==> config.mk <==
export PLATFORM = sky130hd
export DESIGN_NAME = led_grant_sched_flat
export DESIGN_NICKNAME = d
export VERILOG_FILES = /design/src/rtl/led_grant_sched_if.sv /design/src/rtl/led_grant_sched.sv /design/src/flat_wrapper.sv
export SDC_FILE = /design/constraint.sdc
export NUM_CORES = 1
export LEC_CHECK = 0
export ABC_AREA = 1
export CORE_MARGIN = 2
export CORE_UTILIZATION = 58
export CTS_BUF_LIST = sky130_fd_sc_hd__clkbuf_4 sky130_fd_sc_hd__clkbuf_8
export DETAILED_ROUTE_END_ITERATION = 8
export GPL_ROUTABILITY_DRIVEN = 0
export MAX_ROUTING_LAYER = met4
export PLACE_DENSITY_LB_ADDON = 0.3
export SLEW_MARGIN = 30
export SYNTH_ARGS = -nofsm -noshare
export SYNTH_HDL_FRONTEND = slang
export SYNTH_SLANG_ARGS = --single-unit
==> constraint.sdc <==
create_clock -name clk -period 3.1 [get_ports clk]
set_input_delay 0.31 -clock clk [delete_from_list [all_inputs] [get_ports clk]]
set_output_delay 0.31 -clock clk [all_outputs]
set_load 0.005 [all_outputs]
==> src/rtl/led_grant_sched_if.sv <==
// led_grant_sched_if: requester-side bundle of the LED decoder scheduler.
// req    : per-requester level request (requester drives)
// sel    : granted index, feeds the 3-to-8 decoder IN
// enable : active-low decoder enable, 0 while a grant is active
// gnt    : one-hot grant back to the requesters, zero when idle
// busy   : high while a grant is active
interface led_grant_sched_if;
  logic [7:0] req;
  logic [2:0] sel;
  logic       enable;
  logic [7:0] gnt;
  logic       busy;
  modport master (output req, input sel, enable, gnt, busy);
  modport slave  (input req, output sel, enable, gnt, busy);
endinterface

==> src/rtl/led_grant_sched.sv <==
// led_grant_sched: round-robin owner of the shared LED decoder with min dwell / max hold.
// clk   : rising-edge clock
// rst_n : synchronous active-low reset
// bus   : slave side of led_grant_sched_if (req in; sel/enable/gnt/busy registered out)
module led_grant_sched #(
  parameter int DWELL    = 4,
  parameter int MAX_HOLD = 16
) (
  input logic         clk,
  input logic         rst_n,
  led_grant_sched_if.slave bus
);
  localparam int CW = (MAX_HOLD > 1) ? $clog2(MAX_HOLD) : 1;
  localparam logic [CW-1:0] DW_M1 = CW'(DWELL - 1);
  localparam logic [CW-1:0] MH_M1 = CW'(MAX_HOLD - 1);
  typedef enum logic {IDLE, GRANT} state_t;
  state_t        state, state_n;
  logic [2:0]    sel_n, last, last_n;
  logic [CW-1:0] cnt, cnt_n;
  logic          rel;
  // Nearest requester after p, wrapping; i = 8 maps back to p itself so a
  // lone owner is re-granted on a forced release.
  function automatic logic [2:0] pick(input logic [2:0] p, input logic [7:0] r);
    logic [2:0] idx;
    pick = p;
    for (int i = 8; i >= 1; i--) begin
      idx = p + 3'(i);
      if (r[idx]) pick = idx;
    end
  endfunction
  always_comb begin
    state_n = state;
    sel_n   = bus.sel;
    last_n  = last;
    cnt_n   = cnt;
    rel     = (cnt == MH_M1) || (cnt >= DW_M1 && !bus.req[bus.sel]);
    if (state == IDLE) begin
      if (|bus.req) begin
        state_n = GRANT;
        sel_n   = pick(last, bus.req);
        cnt_n   = '0;
      end
    end else if (rel) begin
      last_n = bus.sel;
      cnt_n  = '0;
      if (|bus.req) sel_n = pick(bus.sel, bus.req);
      else state_n = IDLE;
    end else begin
      cnt_n = cnt + 1'b1;
    end
  end
  // Outputs are registered from the next-state values so the decoder sees the
  // new owner in the same cycle the state changes.
  always_ff @(posedge clk) begin
    if (!rst_n) begin
      state      <= IDLE;
      cnt        <= '0;
      last       <= 3'd7;
      bus.sel    <= 3'd0;
      bus.enable <= 1'b1;
      bus.gnt    <= 8'h00;
      bus.busy   <= 1'b0;
    end else begin
      state      <= state_n;
      cnt        <= cnt_n;
      last       <= last_n;
      bus.sel    <= sel_n;
      bus.enable <= state_n != GRANT;
      bus.gnt    <= (state_n == GRANT) ? (8'h01 << sel_n) : 8'h00;
      bus.busy   <= state_n == GRANT;
    end
  end
endmodule
==> src/flat_wrapper.sv <==
// flat-port wrapper written by rule: the top's interface ports become plain ports
module led_grant_sched_flat 
#(
  parameter int DWELL    = 4,
  parameter int MAX_HOLD = 16
)
  (clk, rst_n, bus_req, bus_sel, bus_enable, bus_gnt, bus_busy);
  led_grant_sched_if bus_i ();
  input logic clk;
  input logic rst_n;
  input wire logic [$bits(bus_i.req)-1:0] bus_req;
  output wire logic [$bits(bus_i.sel)-1:0] bus_sel;
  output wire logic [$bits(bus_i.enable)-1:0] bus_enable;
  output wire logic [$bits(bus_i.gnt)-1:0] bus_gnt;
  output wire logic [$bits(bus_i.busy)-1:0] bus_busy;
  assign bus_i.req = bus_req;
  assign bus_sel = bus_i.sel;
  assign bus_enable = bus_i.enable;
  assign bus_gnt = bus_i.gnt;
  assign bus_busy = bus_i.busy;
  led_grant_sched #(.DWELL(DWELL), .MAX_HOLD(MAX_HOLD)) u_core (.clk(clk), .rst_n(rst_n), .bus(bus_i));
endmodule
==> flow_metrics.py <==
metrics = {
    "synthesis": {
        "synth_fa_ha_area_share_pct": 3.22,
        "synth_top_area_share_pct": 23.2,
        "yosysUniqueCellTypes": 25,
        "synth_mux_area_share_pct": 0,
        "synth_top_family_by_area": "simple AND/OR/NAND/NOR gates",
        "seq_area_frac_synth_pct": 20.6,
        "syn_nets": 348,
        "syn_avg_cell_area_sq_um": 5.83,
        "synth_ff_type": "dfxtp_1",
        "synth_edf_count": 0,
        "synth_area_sq_um": 1940,
        "synth_area_leader_cell": "nand2_1",
        "yosysMostFrequentCell": "nand2_1",
        "async_reset_ff_share_pct": 0,
        "synth_common_cells": "nand2_1, nand3_1, inv_1",
        "yosys.area_share.simple_pct": 51.8,
        "ys_ff_latch": 20,
        "yosysWarnings": 0,
        "synth_compound_area_share_pct": 9.41,
        "synth-xor-area-share_pct": 4.06,
        "yosys-top-cells-area": "nand2_1, dfxtp_1, nand3_1",
        "synthCells": 333,
    },
    "placement": {
        "place.port_buffers": 22,
        "dp_hpwl_microns": 3840,
    },
    "grt": {
        "grt_pass1_vias": 1874,
        "grt_pass1_wl_microns": 7850,
        "grt_antenna_before_repair": 0,
        "grt_overflow_total": 0,
        "grt_max_degree": 13,
        "grt.total_usage_pct": 27.6,
    },
    "cts": {
        "root_buffer": "clkbuf_4",
        "cts_tree": "done",
        "cts.clk_slew.worst_paths_ns": 0.12,
        "cts_buffers": 3,
        "cts-resized-gates": 0,
        "postCtsHoldBufs": 0,
        "h-tree-depth": 1,
        "cts_setup_buffers": 0,
        "cts_max_path_buffers": 2,
        "clock_latency_ns": 0.31,
        "clkSinkCount": 20,
    },
    "min_path": {
        "min_from": "u_core.cnt[1]",
        "hold_class": "register to register",
        "holdPathStages": 2,
        "hold_end": "u_core.cnt[1]",
    },
    "route": {
        "vias_per_cell": 5.51,
        "wirelength_microns": 4840,
        "ant_nets": 0,
        "vias": 2215,
        "drc": 0,
        "drtIter0Drc": 243,
        "drt-pass1-iter-count": 5,
        "drt-wirelength-per-cell_microns": 12.0,
    },
    "run": {
        "drv_cap": 0,
    },
    "sta": {
        "hold_viol": 0,
        "min_period_over_period_pct": 85.3,
        "slew_headroom_pct": 59.6,
        "post-route-min-period_ns": 2.65,
        "drv_slew": 0,
        "final.setup.tns_ns": 0,
        "tightest_slew_ns": 0.605,
        "grt_setup_unrepaired": "no",
        "fmax_mhz": 378,
        "fin_skew_ns": 0.00328,
        "finalSetupViolCount": 0,
        "fin_hold_ws_ns": 0.494,
    },
    "critical_path": {
        "reg2reg_to": "u_core.bus.gnt[5]",
        "critPathTopFamily": "simple AND/OR/NAND/NOR gates",
        "crit_type": "register to register",
        "critPathBufInv": 2,
        "r2r_start": "u_core.last[0]",
        "r2r_slack_ns": 0.45,
        "endpoint_kind": "register",
        "crit_fanout": 11,
        "startpoint_type": "register",
        "cpPeakStageDelay_ns": 0.58,
        "cpMostUsedCell": "nand2_1",
        "crit_slowest_cell": "dfxtp_1",
        "worstPathCellList": "inv_2, ha_1, inv_1, nand3_1, nand3_2, nand2_2, nand2_1, nand2_1, nand2_1, nand2_1, nand2_1, nand2_1, nand2_1, nand2_1, nand2_1, nand2_2, nand2_1, nand2_1, nor2_1",
        "rr_worst_depth": 19,
        "arrival_ns": 2.90,
        "worstPathRequired_ns": 3.35,
    },
    "final_layout": {
        "antennaDiodeCount": 0,
        "syn_to_final_growth_pct": 14.6,
        "drive_gt1_share_pct": 10.4,
        "nFillCells": 315,
        "nets": 372,
    },
    "die": {
        "die_h_microns": 61.9,
        "coreArea_sq_um": 3280,
        "row_count": 21,
        "dieArea_sq_um": 3830,
        "start_util_pct": 59.1,
        "ios": 23,
        "die_x_microns": 61.9,
    },
    "power_and_ir_drop": {
        "power.density_nw_per_um2": 329,
        "peakVddDrop_mv": 0.305,
        "p_leak_nw": 1.15,
    },
    "outcome": {
        "status": "finished clean",
    },
}
-- power by group --
part	internal (mW)	switching, mW
Clock	0.0718	0.0855
Combinational	0.112	0.186
Sequential	0.268	0.00837
-- cells in the final DEF (no fill, tap or decap), types with 2 or more instances in the layout --
cell type        synthesis  final
inv_2                    8      8
a21oi_1                 23     23
dfxtp_1                 20     20
inv_1                   31     31
nand3_1                 67     67
clkdlybuf4s50_1          0     22
nand2_2                 10     10
a31oi_1                  3      3
nor4_1                   2      2
o21ai_0                  2      2
xor2_1                   2      2
o211ai_1                 3      3
nor2_1                  13     13
nand2_1                120    120
buf_4                    3      4
xnor2_1                  2      2
ha_1                     5      5
clkbuf_4                 0      3
nand3_2                  9      9
-- metrics by stage --
step	total power, mW	instances	setup WS, ns	area [sq um]	util (%)
floorplan	0.494	333	0.935	1940	-
global placement	0.571	398	0.539	2190	66.6
detailed placement	0.573	398	0.511	2190	66.6
CTS	0.722	402	0.484	2220	67.7
global route	0.773	402	0.0729	2220	67.7
finish	0.732	402	0.455	2220	67.7
-- worst max path at each step --
stage / from / end / slack, ns / depth (start not counted)
final: u_core.last[0] / u_core.bus.gnt[5] / 0.45 / 19
after global routing: u_core.last[0] / u_core.bus.gnt[5] / 0.07 / 18
after CTS: u_core.last[0] / u_core.bus.gnt[5] / 0.48 / 19
after detailed placement: u_core.last[0] / u_core.bus.gnt[5] / 0.51 / 19
after global placement: u_core.last[0] / u_core.bus.gnt[1] / 0.54 / 19
after floorplan: u_core.bus.sel[0] / u_core.bus.gnt[2] / 0.94 / 19
-- area by class of cell --
type | instances | area, sq um | share of cell area, %
Clock buffer | 4 | 36.3 | 1.63
Inverter | 40 | 150 | 6.75
Sequential cell | 20 | 400 | 18.0
Timing Repair Buffer | 26 | 250 | 11.2
Multi-Input combinational cell | 266 | 1330 | 59.8
Tap cell | 46 | 57.6 | 2.59
-- sequential cells by signal (all words and copies together) (netlist names) --
signal and cells:
u_core.last 3, u_core.bus.busy 1, u_core.bus.gnt 8, u_core.bus.sel 3
u_core.bus.enable 1, u_core.cnt 4
-- logic make-up after synthesis --
logic type / Yosys count
AND/OR/NAND/NOR: 222
buffers and inverters: 47
AO/OA/AOI/OAI: 33
flip-flops: 20
XOR/XNOR: 6
adder cells (fa/ha/maj): 5
-- metal layers --
layer	global-route usage (%)	vias up	part of all wire [%]
met4	6.99	0	0.78
met3	2.48	7	6.8
met5	-	-	0
li1	-	1137	-
met2	45.7	90	45
met1	36.3	981	47
-- worst register-to-register path, cell delays in order, from the launching register on --
cell and delay (ns):
dfxtp_1 0.58, inv_2 0.20, ha_1 0.43, inv_1 0.20, nand3_1 0.15, nand3_2 0.13, nand2_2 0.06, nand2_1 0.06
nand2_1 0.05, nand2_1 0.05, nand2_1 0.04, nand2_1 0.07, nand2_1 0.05, nand2_1 0.05, nand2_1 0.05, nand2_1 0.07
nand2_2 0.08, nand2_1 0.09, nand2_1 0.07, nor2_1 0.10
Note: power is estimated with default switching activity, not from simulation.
==> RTL edit, RTL diff (same flow settings) <==
`MAX_HOLD` is set to 16 in 2 places; all go to 32.
--- a/src/rtl/led_grant_sched.sv
+++ b/src/rtl/led_grant_sched.sv
@@ -4,7 +4,7 @@
 // bus   : slave side of led_grant_sched_if (req in; sel/enable/gnt/busy registered out)
 module led_grant_sched #(
   parameter int DWELL    = 4,
-  parameter int MAX_HOLD = 16
+  parameter int MAX_HOLD = 32
 ) (
   input logic         clk,
   input logic         rst_n,
--- a/src/flat_wrapper.sv
+++ b/src/flat_wrapper.sv
@@ -2,7 +2,7 @@
 module led_grant_sched_flat 
 #(
   parameter int DWELL    = 4,
-  parameter int MAX_HOLD = 16
+  parameter int MAX_HOLD = 32
 )
   (clk, rst_n, bus_req, bus_sel, bus_enable, bus_gnt, bus_busy);
   led_grant_sched_if bus_i ();
Function: same outputs for any inputs over 10 cycles, from zero or initial values and one cycle with rst_n low; that may be too few to reach the edited logic, so the function may still have changed.
==> RTL edit against the unedited design <==
- routed wire length increased by 4.3%
- combinational power increased by 7.4%
- total power increased by 1.5%
- synthesized cell count increased by 3.6%
- final area increased by 1.6%
- sequential cell count increased by 1
- non-clock buffer count unchanged
- count of clock-buffer cells in the layout decreased by 1
- synthesized area increased by 2.1%
- cell count increased by 3.2%
- setup slack improved by 0.27 ns
- critical path type unchanged
- critical endpoint is now u_core.bus.gnt[1]
==> RTL edit: results (changes against the unedited design) <==
Outcome:
- The run finished with clean final reports.

Placed design:
- The detailed placer's ending HPWL came to 3920 um (+2.2%).
- The worst setup timing slack at the placement stage came to 0.777 ns (+0.266 ns).

Yosys:
- The complex-gate fraction of the synthesized area is 9.09% (-0.32 points).
- The share of synthesized cell area in full adder, half adder and majority cells is 3.79% (+0.57 points).
- The post-synth net total was 361 (+3.7%).
- The number of distinct library cells after synthesis is 29 (+16%).
- By count the netlist is led by sky130_fd_sc_hd__nand2_1, sky130_fd_sc_hd__nand3_1, sky130_fd_sc_hd__inv_1.
- By area the synthesized netlist is led by sky130_fd_sc_hd__nand2_1, sky130_fd_sc_hd__dfxtp_1, sky130_fd_sc_hd__nand3_1, sky130_fd_sc_hd__a21oi_1, sky130_fd_sc_hd__inv_1.

GRT:
- The pin count of the biggest net entering global routing came to 14 (+1).
- The global-route wire length before repair is 8840 um (+13%).
- The total global-route track usage is 27.9% (+0.27 points).

Timing:
- The worst clock skew on the final layout is 0.000747 ns (-0.00253 ns).
- The clock period minus final worst setup slack was 2.38 ns (-0.268 ns).

Finish:
- The share of post-route cells with drive strength above 1 is 10.0% (-0.37 points).
- The final net count is 386 (+3.8%).
- The total of fill cells in the finished design is 321 (+1.9%).

Detailed routing:
- The per-cell via count in the routed design is 5.45 (-1.1%).
- The routed wire length per instance was 12.2 um (+1.0%).
- The number of DRC markers after the initial detailed-route iteration came to 321 (+32%).

Critical path:
- The endpoint identified for the worst register-to-register timing path is u_core.bus.gnt[1].
- The largest stage delay on the critical path was 0.43 ns (-0.15 ns).
- The arrival time at the worst endpoint is 2.60 ns (-0.30 ns).
- The highest net fanout along the worst path is 10 (-1).
- Among all stages on the critical path, the largest delay is contributed by sky130_fd_sc_hd__ha_1.

Pwr:
- The worst IR drop on VDD came to 0.229 mV (-25%).
==> RTL edit: worst min path at each step <==
stage                        startpoint                end  slack (ns)  cells after the start
after detailed placement  u_core.cnt[1]      u_core.cnt[1]        0.49                      2
after CTS                 u_core.cnt[1]      u_core.cnt[1]        0.50                      2
after floorplan                   rst_n  u_core.bus.enable        0.40                      1
final                     u_core.cnt[3]      u_core.cnt[3]        0.50                      2
after global routing      u_core.cnt[4]      u_core.cnt[4]        0.54                      2
after global placement    u_core.cnt[1]      u_core.cnt[1]        0.47                      2
==> RTL edit: metrics by stage <==
step                std cells  utilization (%)  instance area [sq um]
floorplan                 345                -                   1980
global placement          411             67.4                   2230
detailed placement        411             67.4                   2230
CTS                       415             68.3                   2260
global route              415             68.3                   2260
finish                    415             68.3                   2260
==> RTL edit: logic make-up (layout without fill, tap and decap cells) <==
| kind of cell | Yosys count | after routing |
|---|---|---|
| AOI/OAI and AO/OA | 33 | 33 |
| and+or+nand+nor | 233 | 233 |
| xor gates and xnor gates | 4 | 4 |
| adders and majority gates | 6 | 6 |
| buffers and inverters | 48 | 72 |
| DFF | 21 | 21 |
==> RTL edit: worst max-delay path: cells and delay by family (launching register included) <==
kind,cells,cell delay [ns]
simple gates,15,1.16
fa+ha+maj,1,0.43
flops,1,0.37
buf+inv,3,0.33
==> RTL edit: power by group <==
| group | switching (mW) | internal, mW | total [mW] |
|---|---|---|---|
| registers | 0.00827 | 0.281 | 0.289 |
| logic | 0.201 | 0.120 | 0.320 |
| clock network | 0.0850 | 0.0484 | 0.133 |
| total | 0.294 | 0.449 | 0.743 |
==> RTL edit: final cells by class <==
| class | count | share of cell area (%) |
|---|---|---|
| clock inverter | 1 | 0.221 |
| tap | 46 | 2.55 |
| timing repair buffer | 26 | 11.1 |
| multi-input combinational | 276 | 59.5 |
| clock buffer | 3 | 0.997 |
| inverter | 42 | 7.09 |
| sequential | 21 | 18.6 |
==> RTL edit: per-layer routing <==
layer | wire length (um) | global-route usage, %
met2 | 2270 | 44.2
met1 | 2270 | 36.9
met3 | 412 | 2.88
met5 | 0 | -
met4 | 95 | 10.6
